### src/rtl/ahb_pkg.sv
// Shared AHB-Lite constants, address-phase FSM states and the command record
// used by ahb_cfg_master and its command FIFO.
package ahb_pkg;

  localparam logic [1:0] HTRANS_IDLE     = 2'b00;
  localparam logic [1:0] HTRANS_BUSY     = 2'b01;
  localparam logic [1:0] HTRANS_NONSEQ   = 2'b10;
  localparam logic [1:0] HTRANS_SEQ      = 2'b11;
  localparam logic [2:0] HSIZE_WORD      = 3'b010;
  localparam logic [2:0] HBURST_SINGLE   = 3'b000;
  localparam logic [3:0] HPROT_DATA_PRIV = 4'b0011;

  typedef enum logic [1:0] {
    ST_IDLE,
    ST_ACTIVE,
    ST_ERR2
  } ahb_state_e;

  typedef struct packed {
    logic        write;
    logic [31:0] addr;
    logic [31:0] wdata;
  } ahb_cmd_t;

endpackage

### src/rtl/ahb_cfg_master_if.sv
// Command stream plus AHB-Lite bus of ahb_cfg_master; master = the initiator,
// slave = the command source and the AHB target together.
interface ahb_cfg_master_if;

  logic        i_cmd_valid;
  logic        o_cmd_ready;
  logic        i_cmd_write;
  logic [31:0] i_cmd_addr;
  logic [31:0] i_cmd_wdata;
  logic        o_rsp_valid;
  logic [31:0] o_rsp_rdata;
  logic        o_rsp_err;
  logic [1:0]  o_htrans;
  logic        o_hselx;
  logic        o_hwrite;
  logic [31:0] o_haddr;
  logic [31:0] o_hwdata;
  logic [2:0]  o_hsize;
  logic [2:0]  o_hburst;
  logic [3:0]  o_hprot;
  logic        o_hmastlock;
  logic        o_hready;
  logic        i_hreadyout;
  logic        i_hresp;
  logic [31:0] i_hrdata;

  modport master (
    input  i_cmd_valid, i_cmd_write, i_cmd_addr, i_cmd_wdata,
    input  i_hreadyout, i_hresp, i_hrdata,
    output o_cmd_ready, o_rsp_valid, o_rsp_rdata, o_rsp_err,
    output o_htrans, o_hselx, o_hwrite, o_haddr, o_hwdata,
    output o_hsize, o_hburst, o_hprot, o_hmastlock, o_hready
  );

  modport slave (
    output i_cmd_valid, i_cmd_write, i_cmd_addr, i_cmd_wdata,
    output i_hreadyout, i_hresp, i_hrdata,
    input  o_cmd_ready, o_rsp_valid, o_rsp_rdata, o_rsp_err,
    input  o_htrans, o_hselx, o_hwrite, o_haddr, o_hwdata,
    input  o_hsize, o_hburst, o_hprot, o_hmastlock, o_hready
  );

endinterface

### src/rtl/ahb_cmd_fifo.sv
// Synchronous command FIFO; pointers carry one extra wrap bit so full and
// empty are distinguished without a counter.
module ahb_cmd_fifo
  import ahb_pkg::*;
#(
  parameter int unsigned FIFO_DEPTH = 4
) (
  input  logic     clk,
  input  logic     rstn,
  input  logic     push,
  input  ahb_cmd_t wr_cmd,
  input  logic     pop,
  output ahb_cmd_t rd_cmd,
  output logic     full,
  output logic     empty
);

  localparam int unsigned AW = $clog2(FIFO_DEPTH);
  localparam int unsigned PW = AW + 1;

  ahb_cmd_t        mem [FIFO_DEPTH];
  logic [PW-1:0]   wr_ptr;
  logic [PW-1:0]   rd_ptr;
  logic            do_push;
  logic            do_pop;

  assign empty   = (wr_ptr == rd_ptr);
  assign full    = (wr_ptr[AW] != rd_ptr[AW]) && (wr_ptr[AW-1:0] == rd_ptr[AW-1:0]);
  assign do_pop  = pop & ~empty;
  // a full FIFO still accepts a push when the head leaves in the same cycle
  assign do_push = push & (~full | do_pop);
  assign rd_cmd  = mem[rd_ptr[AW-1:0]];

  always_ff @(posedge clk) begin
    if (!rstn) begin
      wr_ptr <= '0;
      rd_ptr <= '0;
    end else begin
      if (do_push) wr_ptr <= wr_ptr + PW'(1);
      if (do_pop)  rd_ptr <= rd_ptr + PW'(1);
    end
  end

  always_ff @(posedge clk) begin
    if (do_push) mem[wr_ptr[AW-1:0]] <= wr_cmd;
  end

endmodule

### src/rtl/ahb_cfg_master.sv
// AHB-Lite single-transfer initiator fed from a command FIFO; address phase of
// the FIFO head overlaps the data phase of the previous transfer.
// Optional wait-state timeout is enabled by defining AHB_MST_TIMEOUT_EN.
module ahb_cfg_master
  import ahb_pkg::*;
#(
  parameter int unsigned FIFO_DEPTH     = 4,
  parameter int unsigned TIMEOUT_CYCLES = 256
) (
  input logic              i_clk_ahb,
  input logic              i_rstn_ahb,
  ahb_cfg_master_if.master bus
);

  ahb_cmd_t   wr_cmd;
  ahb_cmd_t   head;
  logic       push;
  logic       pop;
  logic       full;
  logic       empty;
  ahb_state_e state;
  ahb_state_e state_nxt;
  logic       issue;
  logic       keep;
  logic       err_first;
  logic       dp_done;
  logic       tmo_hit;
  logic       dp_valid;
  logic       dp_write;
  logic [31:0] dp_wdata;
  logic        rsp_valid;
  logic        rsp_err;
  logic [31:0] rsp_rdata;

  assign wr_cmd = '{write: bus.i_cmd_write, addr: bus.i_cmd_addr, wdata: bus.i_cmd_wdata};
  assign push   = bus.i_cmd_valid & ~full;
  assign pop    = issue & bus.i_hreadyout;

  ahb_cmd_fifo #(
    .FIFO_DEPTH(FIFO_DEPTH)
  ) u_fifo (
    .clk    (i_clk_ahb),
    .rstn   (i_rstn_ahb),
    .push   (push),
    .wr_cmd (wr_cmd),
    .pop    (pop),
    .rd_cmd (head),
    .full   (full),
    .empty  (empty)
  );

  assign err_first = dp_valid & bus.i_hresp & ~bus.i_hreadyout;
  assign dp_done   = dp_valid & bus.i_hreadyout;

`ifdef AHB_MST_TIMEOUT_EN
  localparam int unsigned TMO_W = $clog2(TIMEOUT_CYCLES + 1);
  logic [TMO_W-1:0] tmo_cnt;
  logic             stalled;

  assign stalled = dp_valid & ~bus.i_hreadyout;
  assign tmo_hit = stalled & (tmo_cnt == TMO_W'(TIMEOUT_CYCLES - 1));

  always_ff @(posedge i_clk_ahb) begin
    if (!i_rstn_ahb || !stalled || tmo_hit) tmo_cnt <= '0;
    else                                    tmo_cnt <= tmo_cnt + TMO_W'(1);
  end
`else
  assign tmo_hit = 1'b0;
`endif

  always_ff @(posedge i_clk_ahb) begin
    if (!i_rstn_ahb) state <= ST_IDLE;
    else             state <= state_nxt;
  end

  // Head is issued combinationally so the first cycle of an ERROR (or a
  // timeout) can drop HTRANS to IDLE in that same cycle.
  always_comb begin
    state_nxt = state;
    issue     = 1'b0;
    keep      = 1'b0;
    case (state)
      ST_IDLE, ST_ACTIVE: begin
        issue = ~empty & ~err_first & ~tmo_hit;
        keep  = ~empty | push | issue | (dp_valid & ~dp_done & ~tmo_hit);
        if (err_first && !tmo_hit) state_nxt = ST_ERR2;
        else                       state_nxt = keep ? ST_ACTIVE : ST_IDLE;
      end
      ST_ERR2: begin
        keep = ~empty | push;
        if (bus.i_hreadyout || tmo_hit) state_nxt = keep ? ST_ACTIVE : ST_IDLE;
      end
      default: state_nxt = ST_IDLE;
    endcase
  end

  always_ff @(posedge i_clk_ahb) begin
    if (!i_rstn_ahb) begin
      dp_valid <= 1'b0;
      dp_write <= 1'b0;
      dp_wdata <= '0;
    end else if (pop) begin
      dp_valid <= 1'b1;
      dp_write <= head.write;
      dp_wdata <= head.wdata;
    end else if (dp_done || tmo_hit) begin
      dp_valid <= 1'b0;
    end
  end

  always_ff @(posedge i_clk_ahb) begin
    if (!i_rstn_ahb) begin
      rsp_valid <= 1'b0;
      rsp_err   <= 1'b0;
      rsp_rdata <= '0;
    end else begin
      rsp_valid <= dp_done | tmo_hit;
      rsp_err   <= tmo_hit | (dp_done & bus.i_hresp);
      rsp_rdata <= (dp_done && !dp_write) ? bus.i_hrdata : '0;
    end
  end

  assign bus.o_cmd_ready = ~full;
  assign bus.o_rsp_valid = rsp_valid;
  assign bus.o_rsp_err   = rsp_err;
  assign bus.o_rsp_rdata = rsp_rdata;
  assign bus.o_htrans    = issue ? HTRANS_NONSEQ : HTRANS_IDLE;
  assign bus.o_hselx     = issue;
  assign bus.o_hwrite    = issue & head.write;
  assign bus.o_haddr     = issue ? (head.addr & ~32'h3) : '0;
  assign bus.o_hwdata    = dp_wdata;
  assign bus.o_hsize     = HSIZE_WORD;
  assign bus.o_hburst    = HBURST_SINGLE;
  assign bus.o_hprot     = HPROT_DATA_PRIV;
  assign bus.o_hmastlock = 1'b0;
  assign bus.o_hready    = bus.i_hreadyout;

endmodule
### src/flat_wrapper.sv
// flat-port wrapper written by rule: the top's interface ports become plain ports
module ahb_cfg_master_flat import ahb_pkg::*;
#(
  parameter int unsigned FIFO_DEPTH     = 4,
  parameter int unsigned TIMEOUT_CYCLES = 256
)
  (i_clk_ahb, i_rstn_ahb, bus_i_cmd_valid, bus_i_cmd_write, bus_i_cmd_addr, bus_i_cmd_wdata, bus_i_hreadyout, bus_i_hresp, bus_i_hrdata, bus_o_cmd_ready, bus_o_rsp_valid, bus_o_rsp_rdata, bus_o_rsp_err, bus_o_htrans, bus_o_hselx, bus_o_hwrite, bus_o_haddr, bus_o_hwdata, bus_o_hsize, bus_o_hburst, bus_o_hprot, bus_o_hmastlock, bus_o_hready);
  ahb_cfg_master_if bus_i ();
  input logic i_clk_ahb;
  input logic i_rstn_ahb;
  input wire logic [$bits(bus_i.i_cmd_valid)-1:0] bus_i_cmd_valid;
  input wire logic [$bits(bus_i.i_cmd_write)-1:0] bus_i_cmd_write;
  input wire logic [$bits(bus_i.i_cmd_addr)-1:0] bus_i_cmd_addr;
  input wire logic [$bits(bus_i.i_cmd_wdata)-1:0] bus_i_cmd_wdata;
  input wire logic [$bits(bus_i.i_hreadyout)-1:0] bus_i_hreadyout;
  input wire logic [$bits(bus_i.i_hresp)-1:0] bus_i_hresp;
  input wire logic [$bits(bus_i.i_hrdata)-1:0] bus_i_hrdata;
  output wire logic [$bits(bus_i.o_cmd_ready)-1:0] bus_o_cmd_ready;
  output wire logic [$bits(bus_i.o_rsp_valid)-1:0] bus_o_rsp_valid;
  output wire logic [$bits(bus_i.o_rsp_rdata)-1:0] bus_o_rsp_rdata;
  output wire logic [$bits(bus_i.o_rsp_err)-1:0] bus_o_rsp_err;
  output wire logic [$bits(bus_i.o_htrans)-1:0] bus_o_htrans;
  output wire logic [$bits(bus_i.o_hselx)-1:0] bus_o_hselx;
  output wire logic [$bits(bus_i.o_hwrite)-1:0] bus_o_hwrite;
  output wire logic [$bits(bus_i.o_haddr)-1:0] bus_o_haddr;
  output wire logic [$bits(bus_i.o_hwdata)-1:0] bus_o_hwdata;
  output wire logic [$bits(bus_i.o_hsize)-1:0] bus_o_hsize;
  output wire logic [$bits(bus_i.o_hburst)-1:0] bus_o_hburst;
  output wire logic [$bits(bus_i.o_hprot)-1:0] bus_o_hprot;
  output wire logic [$bits(bus_i.o_hmastlock)-1:0] bus_o_hmastlock;
  output wire logic [$bits(bus_i.o_hready)-1:0] bus_o_hready;
  assign bus_i.i_cmd_valid = bus_i_cmd_valid;
  assign bus_i.i_cmd_write = bus_i_cmd_write;
  assign bus_i.i_cmd_addr = bus_i_cmd_addr;
  assign bus_i.i_cmd_wdata = bus_i_cmd_wdata;
  assign bus_i.i_hreadyout = bus_i_hreadyout;
  assign bus_i.i_hresp = bus_i_hresp;
  assign bus_i.i_hrdata = bus_i_hrdata;
  assign bus_o_cmd_ready = bus_i.o_cmd_ready;
  assign bus_o_rsp_valid = bus_i.o_rsp_valid;
  assign bus_o_rsp_rdata = bus_i.o_rsp_rdata;
  assign bus_o_rsp_err = bus_i.o_rsp_err;
  assign bus_o_htrans = bus_i.o_htrans;
  assign bus_o_hselx = bus_i.o_hselx;
  assign bus_o_hwrite = bus_i.o_hwrite;
  assign bus_o_haddr = bus_i.o_haddr;
  assign bus_o_hwdata = bus_i.o_hwdata;
  assign bus_o_hsize = bus_i.o_hsize;
  assign bus_o_hburst = bus_i.o_hburst;
  assign bus_o_hprot = bus_i.o_hprot;
  assign bus_o_hmastlock = bus_i.o_hmastlock;
  assign bus_o_hready = bus_i.o_hready;
  ahb_cfg_master #(.FIFO_DEPTH(FIFO_DEPTH), .TIMEOUT_CYCLES(TIMEOUT_CYCLES)) u_core (.i_clk_ahb(i_clk_ahb), .i_rstn_ahb(i_rstn_ahb), .bus(bus_i));
endmodule
### config.mk
export PLATFORM = sky130hd
export DESIGN_NAME = ahb_cfg_master_flat
export DESIGN_NICKNAME = d
export VERILOG_FILES = /design/src/rtl/ahb_pkg.sv /design/src/rtl/ahb_cfg_master_if.sv /design/src/rtl/ahb_cmd_fifo.sv /design/src/rtl/ahb_cfg_master.sv /design/src/flat_wrapper.sv
export SDC_FILE = /design/constraint.sdc
export NUM_CORES = 1
export LEC_CHECK = 0
export CAP_MARGIN = 20
export CORE_ASPECT_RATIO = 1.75
export CORE_MARGIN = 1.5
export CORE_UTILIZATION = 56
export DETAILED_ROUTE_END_ITERATION = 12
export PLACE_DENSITY = 0.84
export SLEW_MARGIN = 20
export SYNTH_ARGS = -nofsm -noshare
export SYNTH_HDL_FRONTEND = slang
export SYNTH_SLANG_ARGS = --single-unit
export TNS_END_PERCENT = 10
### constraint.sdc
create_clock -name i_clk_ahb -period 7.96 [get_ports i_clk_ahb]
set_input_delay 1.592 -clock i_clk_ahb [delete_from_list [all_inputs] [get_ports i_clk_ahb]]
set_output_delay 1.592 -clock i_clk_ahb [all_outputs]
set_load 0.005 [all_outputs]
==> results of run 1 <==
==> registers in the layout, summed over array words and instances (netlist names), 2 cells and up, named ones only <==
register                flops
u_core.u_fifo.mem         252
u_core.bus.o_hwdata        32
u_core.bus.o_rsp_rdata     32
u_core.u_fifo.rd_ptr        3
u_core.u_fifo.wr_ptr        3
u_core.state                2
==> cells by family (layout without fill, tap and decap cells) <==
kind of cell | count (synthesis) | count (layout) | share of synthesized area
AO/OA/AOI/OAI | 12 | 12 | 0.00926
multiplexers | 101 | 101 | 0.146
adder cells (fa/ha/maj) | 5 | 5 | 0.00509
AND/OR/NAND/NOR | 157 | 157 | 0.0650
XOR/XNOR | 4 | 4 | 0.00468
buffers and inverters | 57 | 267 | 0.0266
other | 2 | 15 | 0.000611
flip-flops | 330 | 330 | 0.742
==> metal layers <==
metal  vias to the layer above  GRT usage
met5                         -          0
li1                       2895          -
met2                       213      0.367
met1                      3109      0.220
met3                        40     0.0384
met4                         0     0.0636
==> report_power, final <==
group	total (mW)	switching (mW)	internal, mW
clock	1.31	0.580	0.726
sequential	2.08	0.0880	1.99
combinational	0.805	0.323	0.482
total	4.19	0.990	3.20
==> worst max-delay path by stage <==
stage | startpoint | end | depth (start not counted)
finish | bus_i_hreadyout | bus_o_haddr[12] | 6
global route | bus_i_hreadyout | bus_o_haddr[12] | 6
CTS | bus_i_hreadyout | bus_o_haddr[12] | 6
detailed placement | bus_i_hreadyout | bus_o_haddr[12] | 6
global placement | bus_i_hreadyout | bus_o_haddr[12] | 6
floorplan | bus_i_hreadyout | bus_o_htrans[1] | 5
==> cells in the mapped netlist, types with 2 or more instances <==
library cell  instances
mux4_2               63
nand2b_1              3
nor3_1                2
and2_1               37
nor2b_1              30
and2b_1               3
dfxtp_1              78
buf_6                 2
clkbuf_1             21
mux2i_1              38
ha_1                  5
xor2_2                3
inv_1                 8
buf_2                 6
nand2_1              76
buf_4                18
conb_1                2
o31a_1                2
edfxtp_1            252
o211ai_1              2
buf_8                 2
==> layout make-up <==
cell class                      count  area (um2)
Inverter                            8        30.0
Fill cell                        1369        6100
Clock inverter                     19         130
Tap cell                          292         365
Clock buffer                       33         771
Timing Repair Buffer              207        2050
Multi-Input combinational cell    293        2910
Antenna cell                        1        2.50
Sequential cell                   330        9140
==> critical path: cells and delay by family <==
kind,cells,cell delay (ns)
compound gates,1,0.12
simple gates,2,0.54
buf+inv,3,1.44
==> metrics by stage <==
stage	setup slack, ns	cell area [um2]	utilization	power, mW	cells
after CTS	2.64	15400	0.716	4.24	1181
after global routing	2.55	15400	0.716	4.36	1183
after global placement	2.72	14500	0.674	2.91	1129
after floorplan	3.92	12300	-	2.56	680
after detailed placement	2.65	14500	0.674	2.93	1129
final	2.64	15400	0.716	4.19	1183
==> metrics.cfg, run 1 <==
[run_status]
status = completed

[sta]
rsz0062_at_grt = false
min_period_ns = 5.32
max-slew-margin-rel = 0.334
slew_viol_final = 0
clock_skew_ns = 0.0116
setup_viol = 0
hold-worst-slack_ns = 0.457
finalCritPeriodShare = 0.668
finalHoldViolCount = 0
max_freq_mhz = 188
finalSetupTns_ns = 0
worst_slew_pin_slew_ns = 0.998

[layout]
syn_to_final_growth_pct = 25.3
nets = 976
layout_commonest_cell = edfxtp_1
drive_gt1_frac = 0.144
layout_common_cells = edfxtp_1, clkdlybuf4s50_1, nand2_1, dfxtp_1, mux4_2

[floorplan]
die_height_um = 199
row_count = 71
core_mm2 = 0.0215
initial_core_util = 0.572
die_area_mm2 = 0.0229
io_pins = 217
die-width_um = 115

[setup_path]
path_class = in -> out
slowest_stage = clkdlybuf4s50_1
worst_ep_required_time_ns = 6.37
cp_cell_sequence = clkdlybuf4s50_1 -> nand3b_1 -> o311ai_4 -> buf_4 -> and2b_1 -> clkdlybuf4s50_1
start_kind = input pin
r2r_start = u_core.u_fifo.wr_ptr[1]
endpoint_kind = primary output
regToRegSetupSlack_ns = 5.43
reg2reg_depth = 3
r2r-end = u_core.u_fifo.mem[2][57]
arrival_ns = 3.73
slowest_delay_ns = 0.59
crit_fanout = 31
crit_top_cell = clkdlybuf4s50_1

[clock_tree]
cts_hold_buf = 0
clock_latency_ns = 0.53
cts_tree = built
post-cts-setup-buffer-count = 0
cts_resized = 0
cts_buffer_depth = 3
cts-buffers-inserted = 29
cts-htree-levels = 1
clock-sinks = 330
cts_root_buf = clkbuf_16
clk_pin_slew_worst_paths_ns = 0.06

[grt]
overflow = 0
grt_max_degree = 81
first_global_vias = 6550
grt_pass1_wl_um = 33900
groute.usage.overall = 0.196
antenna_found_initial = 1

[route]
m1WireLength_um = 8100
wl_per_cell_um = 18.8
dr_wl_met3_um = 1360
met2_length_um = 12200
drc = 0
drtPass1Iterations = 4
vias = 6257
avgViaCountPerCell = 5.29
topRoutingLayerUsed = met4
drtIter0Drc = 344
drt_wl_total_um = 22200
antenna_left = 0

[synth]
ys_ff_latch = 330
synth_cell_types = 36
ys_seq_area_frac = 0.742
synth_edf_count = 252
synth_top_cell_area_share = 0.615
yosys_warnings = 0
synthCells = 668
synth.cell_area_mm2 = 0.0123
synthFlopType = edfxtp_1
synthTopCellsByArea = edfxtp_1, dfxtp_1, mux4_2, mux2i_1, nand2_1
avgSynthCellArea_um2 = 18.4
yosys.area.top_type = edfxtp_1
async_reset_ff_frac = 0

[worst_hold_path]
holdCritPathClass = reg -> reg
hold_depth = 2
hp-start = u_core.bus.o_hwdata[30]
hold_path_end = u_core.bus.o_hwdata[30]

[placement]
port_buffers = 200
globalplace.congestion = 0.729
dpl.hpwl_um = 13500

[power_and_ir_drop]
irDropWorstVdd_uv = 201
p_per_area_mw_per_mm2 = 272
p_leak_nw = 5.29

[flow_run]
drv_cap = 0

No activity file was read; power rests on OpenSTA's default activity.
==> run 2, diff against run 1 <==
--- a/config.mk
+++ b/config.mk
@@ -8,9 +8,9 @@
 export CAP_MARGIN = 20
 export CORE_ASPECT_RATIO = 1.75
 export CORE_MARGIN = 1.5
-export CORE_UTILIZATION = 56
+export CORE_UTILIZATION = 47
 export DETAILED_ROUTE_END_ITERATION = 12
-export PLACE_DENSITY = 0.84
+export PLACE_DENSITY = 0.75
 export SLEW_MARGIN = 20
 export SYNTH_ARGS = -nofsm -noshare
 export SYNTH_HDL_FRONTEND = slang
==> constraint.sdc (replaced) <==
create_clock -name i_clk_ahb -period 4.8 [get_ports i_clk_ahb]
set_input_delay 0.96 -clock i_clk_ahb [delete_from_list [all_inputs] [get_ports i_clk_ahb]]
set_output_delay 0.96 -clock i_clk_ahb [all_outputs]
set_load 0.005 [all_outputs]
==> run 2 against run 1 <==
Effect of this change: critical path depth unchanged; hold slack better by 0.00061 ns; cell area up 1.3%; highest routed layer unchanged; critical endpoint unchanged; utilization down 11 points; power up 73%; wire length up 1.3%; largest power group unchanged.
==> metrics.cfg, run 2 (synthesis results as in run 1) <==
[run_status]
status = completed  ; unchanged

[clock_tree]
clock-sinks = 330  ; unchanged
cts_hold_buf = 0  ; unchanged
clk_pin_slew_worst_paths_ns = 0.06  ; about the same
cts_tree = built  ; unchanged
post-cts-setup-buffer-count = 0  ; unchanged
cts_resized = 0  ; unchanged
clock_latency_ns = 0.56  ; was 0.53 ns
cts-buffers-inserted = 30  ; was 29
cts_root_buf = clkbuf_16  ; unchanged
cts-htree-levels = 1  ; unchanged
cts_buffer_depth = 3  ; unchanged

[layout]
diodes = 0  ; was 1
finalNonFillerCells = 1216  ; was 1183
drive_gt1_frac = 0.151  ; was 0.144
largest_reg_flops = 252  ; unchanged
fin_area_mm2 = 0.0156  ; was 0.0154 mm2
nFillCells = 1910  ; was 1369
layout_commonest_cell = edfxtp_1  ; unchanged
syn_to_final_growth_pct = 26.9  ; was 25.3%
layout_common_cells = edfxtp_1, clkdlybuf4s50_1, nand2_1, dfxtp_1, mux4_2  ; unchanged
utilization = 0.603  ; was 0.716
nets = 979  ; was 976

[power_and_ir_drop]
p_sw_frac = 0.235  ; was 0.236
internal_power_mw = 5.56  ; was 3.20 mW
combPwrFrac = 0.182  ; was 0.192
clkPwrFrac = 0.341  ; was 0.312
p_switching_mw = 1.70  ; was 0.990 mW
p_leak_nw = 5.40  ; was 5.29 nW
irDropWorstVdd_uv = 301  ; was 201 uV
p_per_area_mw_per_mm2 = 465  ; was 272 mW/mm2
p_seq_frac = 0.477  ; was 0.496

[setup_path]
cp_cell_sequence = clkdlybuf4s50_1 -> nand3b_1 -> o311ai_4 -> buf_4 -> and2b_1 -> clkdlybuf4s50_1  ; unchanged
crit_top_cell = clkdlybuf4s50_1  ; unchanged
r2r-end = u_core.u_fifo.mem[1][42]  ; was u_core.u_fifo.mem[2][57]
slowest_delay_ns = 0.59  ; about the same
worst_ep_required_time_ns = 3.84  ; was 6.37 ns
path_class = in -> out  ; unchanged
r2r_start = u_core.u_fifo.wr_ptr[0]  ; was u_core.u_fifo.wr_ptr[1]
arrival_ns = 3.07  ; was 3.73 ns
reg2reg_depth = 3  ; unchanged
crit_fanout = 32  ; was 31
critPathBufInv = 3  ; unchanged
endpoint_kind = primary output  ; unchanged
crit_family = buffers and inverters  ; unchanged
start_kind = input pin  ; unchanged
slowest_stage = clkdlybuf4s50_1  ; unchanged
regToRegSetupSlack_ns = 2.33  ; was 5.43 ns
startpoint = bus_i_hreadyout  ; unchanged

[grt]
first_global_vias = 6548  ; was 6550
grt_pass1_wl_um = 35000  ; was 33900 um
grt_max_degree = 64  ; was 81
antenna_found_initial = 0  ; was 1
groute.usage.overall = 0.165  ; was 0.196
overflow = 0  ; unchanged

[sta]
setup_viol = 0  ; unchanged
slew_viol_final = 0  ; unchanged
finalSetupTns_ns = 0  ; unchanged
finalHoldViolCount = 0  ; unchanged
min_period_ns = 4.03
worst_slew_pin_slew_ns = 1.01  ; was 0.998 ns
hold-worst-slack_ns = 0.458  ; was 0.457 ns
max-slew-margin-rel = 0.324  ; was 0.334
finalCritPeriodShare = 0.840
clock_skew_ns = 0.0117  ; was 0.0116 ns
max_freq_mhz = 248
rsz0062_at_grt = false  ; unchanged

[route]
drt_wl_total_um = 22500  ; was 22200 um
avgViaCountPerCell = 5.11  ; was 5.29
met2_length_um = 12300  ; was 12200 um
vias = 6218  ; was 6257
drtIter0Drc = 277  ; was 344
m1WireLength_um = 8660  ; was 8100 um
drtPass1Iterations = 4  ; unchanged
dr_wl_met3_um = 1170  ; was 1360 um
wl_per_cell_um = 18.5  ; was 18.8 um
drc = 0  ; unchanged
topRoutingLayerUsed = met4  ; unchanged
antenna_left = 0  ; unchanged

[placement]
post_dp_cell_area_mm2 = 0.0145  ; about the same
dpl.hpwl_um = 13500  ; about the same
port_buffers = 200  ; unchanged
globalplace.congestion = 0.703  ; was 0.729
placedCellCount = 1160  ; was 1129

[flow_run]
drv_cap = 0  ; unchanged

[worst_hold_path]
hp-start = u_core.dp_write  ; was u_core.bus.o_hwdata[30]
hold_path_end = u_core.dp_write  ; was u_core.bus.o_hwdata[30]
hold_depth = 2  ; unchanged
holdCritPathClass = reg -> reg  ; unchanged

[floorplan]
initial_core_util = 0.475  ; was 0.572
die-width_um = 125  ; was 115 um
core_mm2 = 0.0259  ; was 0.0215 mm2
die_height_um = 217  ; was 199 um
row_count = 78  ; was 71
die_area_mm2 = 0.0272  ; was 0.0229 mm2
io_pins = 217  ; unchanged

-- run 2: cell type report --
type	count	area, um2	share of cell area
clock inverters	18	194	0.0124
multi-input cells	293	2910	0.187
flip-flops and latches	330	9140	0.586
inverters	8	30.0	0.00192
well taps	320	400	0.0257
repair buffers	209	2060	0.132
clock buffers	38	865	0.0554
-- run 2: worst max path at each step --
stage                     cells after the start  slack, ns                 endpoint
final                                         6       0.77          bus_o_haddr[12]
after global routing                          6       0.66          bus_o_haddr[12]
after CTS                                     6       0.76          bus_o_haddr[12]
after floorplan                               2       1.67  u_core.u_fifo.mem[0][0]
after detailed placement                      6       0.77          bus_o_haddr[12]
after global placement                        6       0.80          bus_o_haddr[22]
-- run 2: metrics by stage --
step	setup WS, ns	total power [mW]
4_1_cts	0.760	7.36
5_1_grt	0.664	7.56
3_5_place_dp	0.769	4.88
6_report	0.768	7.26
3_3_place_gp	0.795	4.86
2_1_floorplan	1.67	4.24
-- run 2: per-layer routing --
layer	vias up	GRT usage
met5	-	0
met4	0	0.0523
met1	3108	0.187
met2	181	0.310
li1	2901	-
met3	28	0.0334
-- run 2: power groups by stage --
stage / Clock [mW] / Combinational (mW) / Sequential, mW
2_1_floorplan: 0 / 0.811 / 3.43
3_3_place_gp: 0 / 1.33 / 3.52
3_5_place_dp: 0 / 1.34 / 3.54
4_1_cts: 2.53 / 1.35 / 3.47
5_1_grt: 2.64 / 1.42 / 3.50
6_report: 2.48 / 1.32 / 3.46
-- run 2: worst reg2reg max path, delay by kind of cell (launching register included) --
family | cells | cell delay [ns]
compound gates | 1 | 0.33
xor+xnor | 1 | 0.41
simple gates | 1 | 0.83
flops | 1 | 0.44
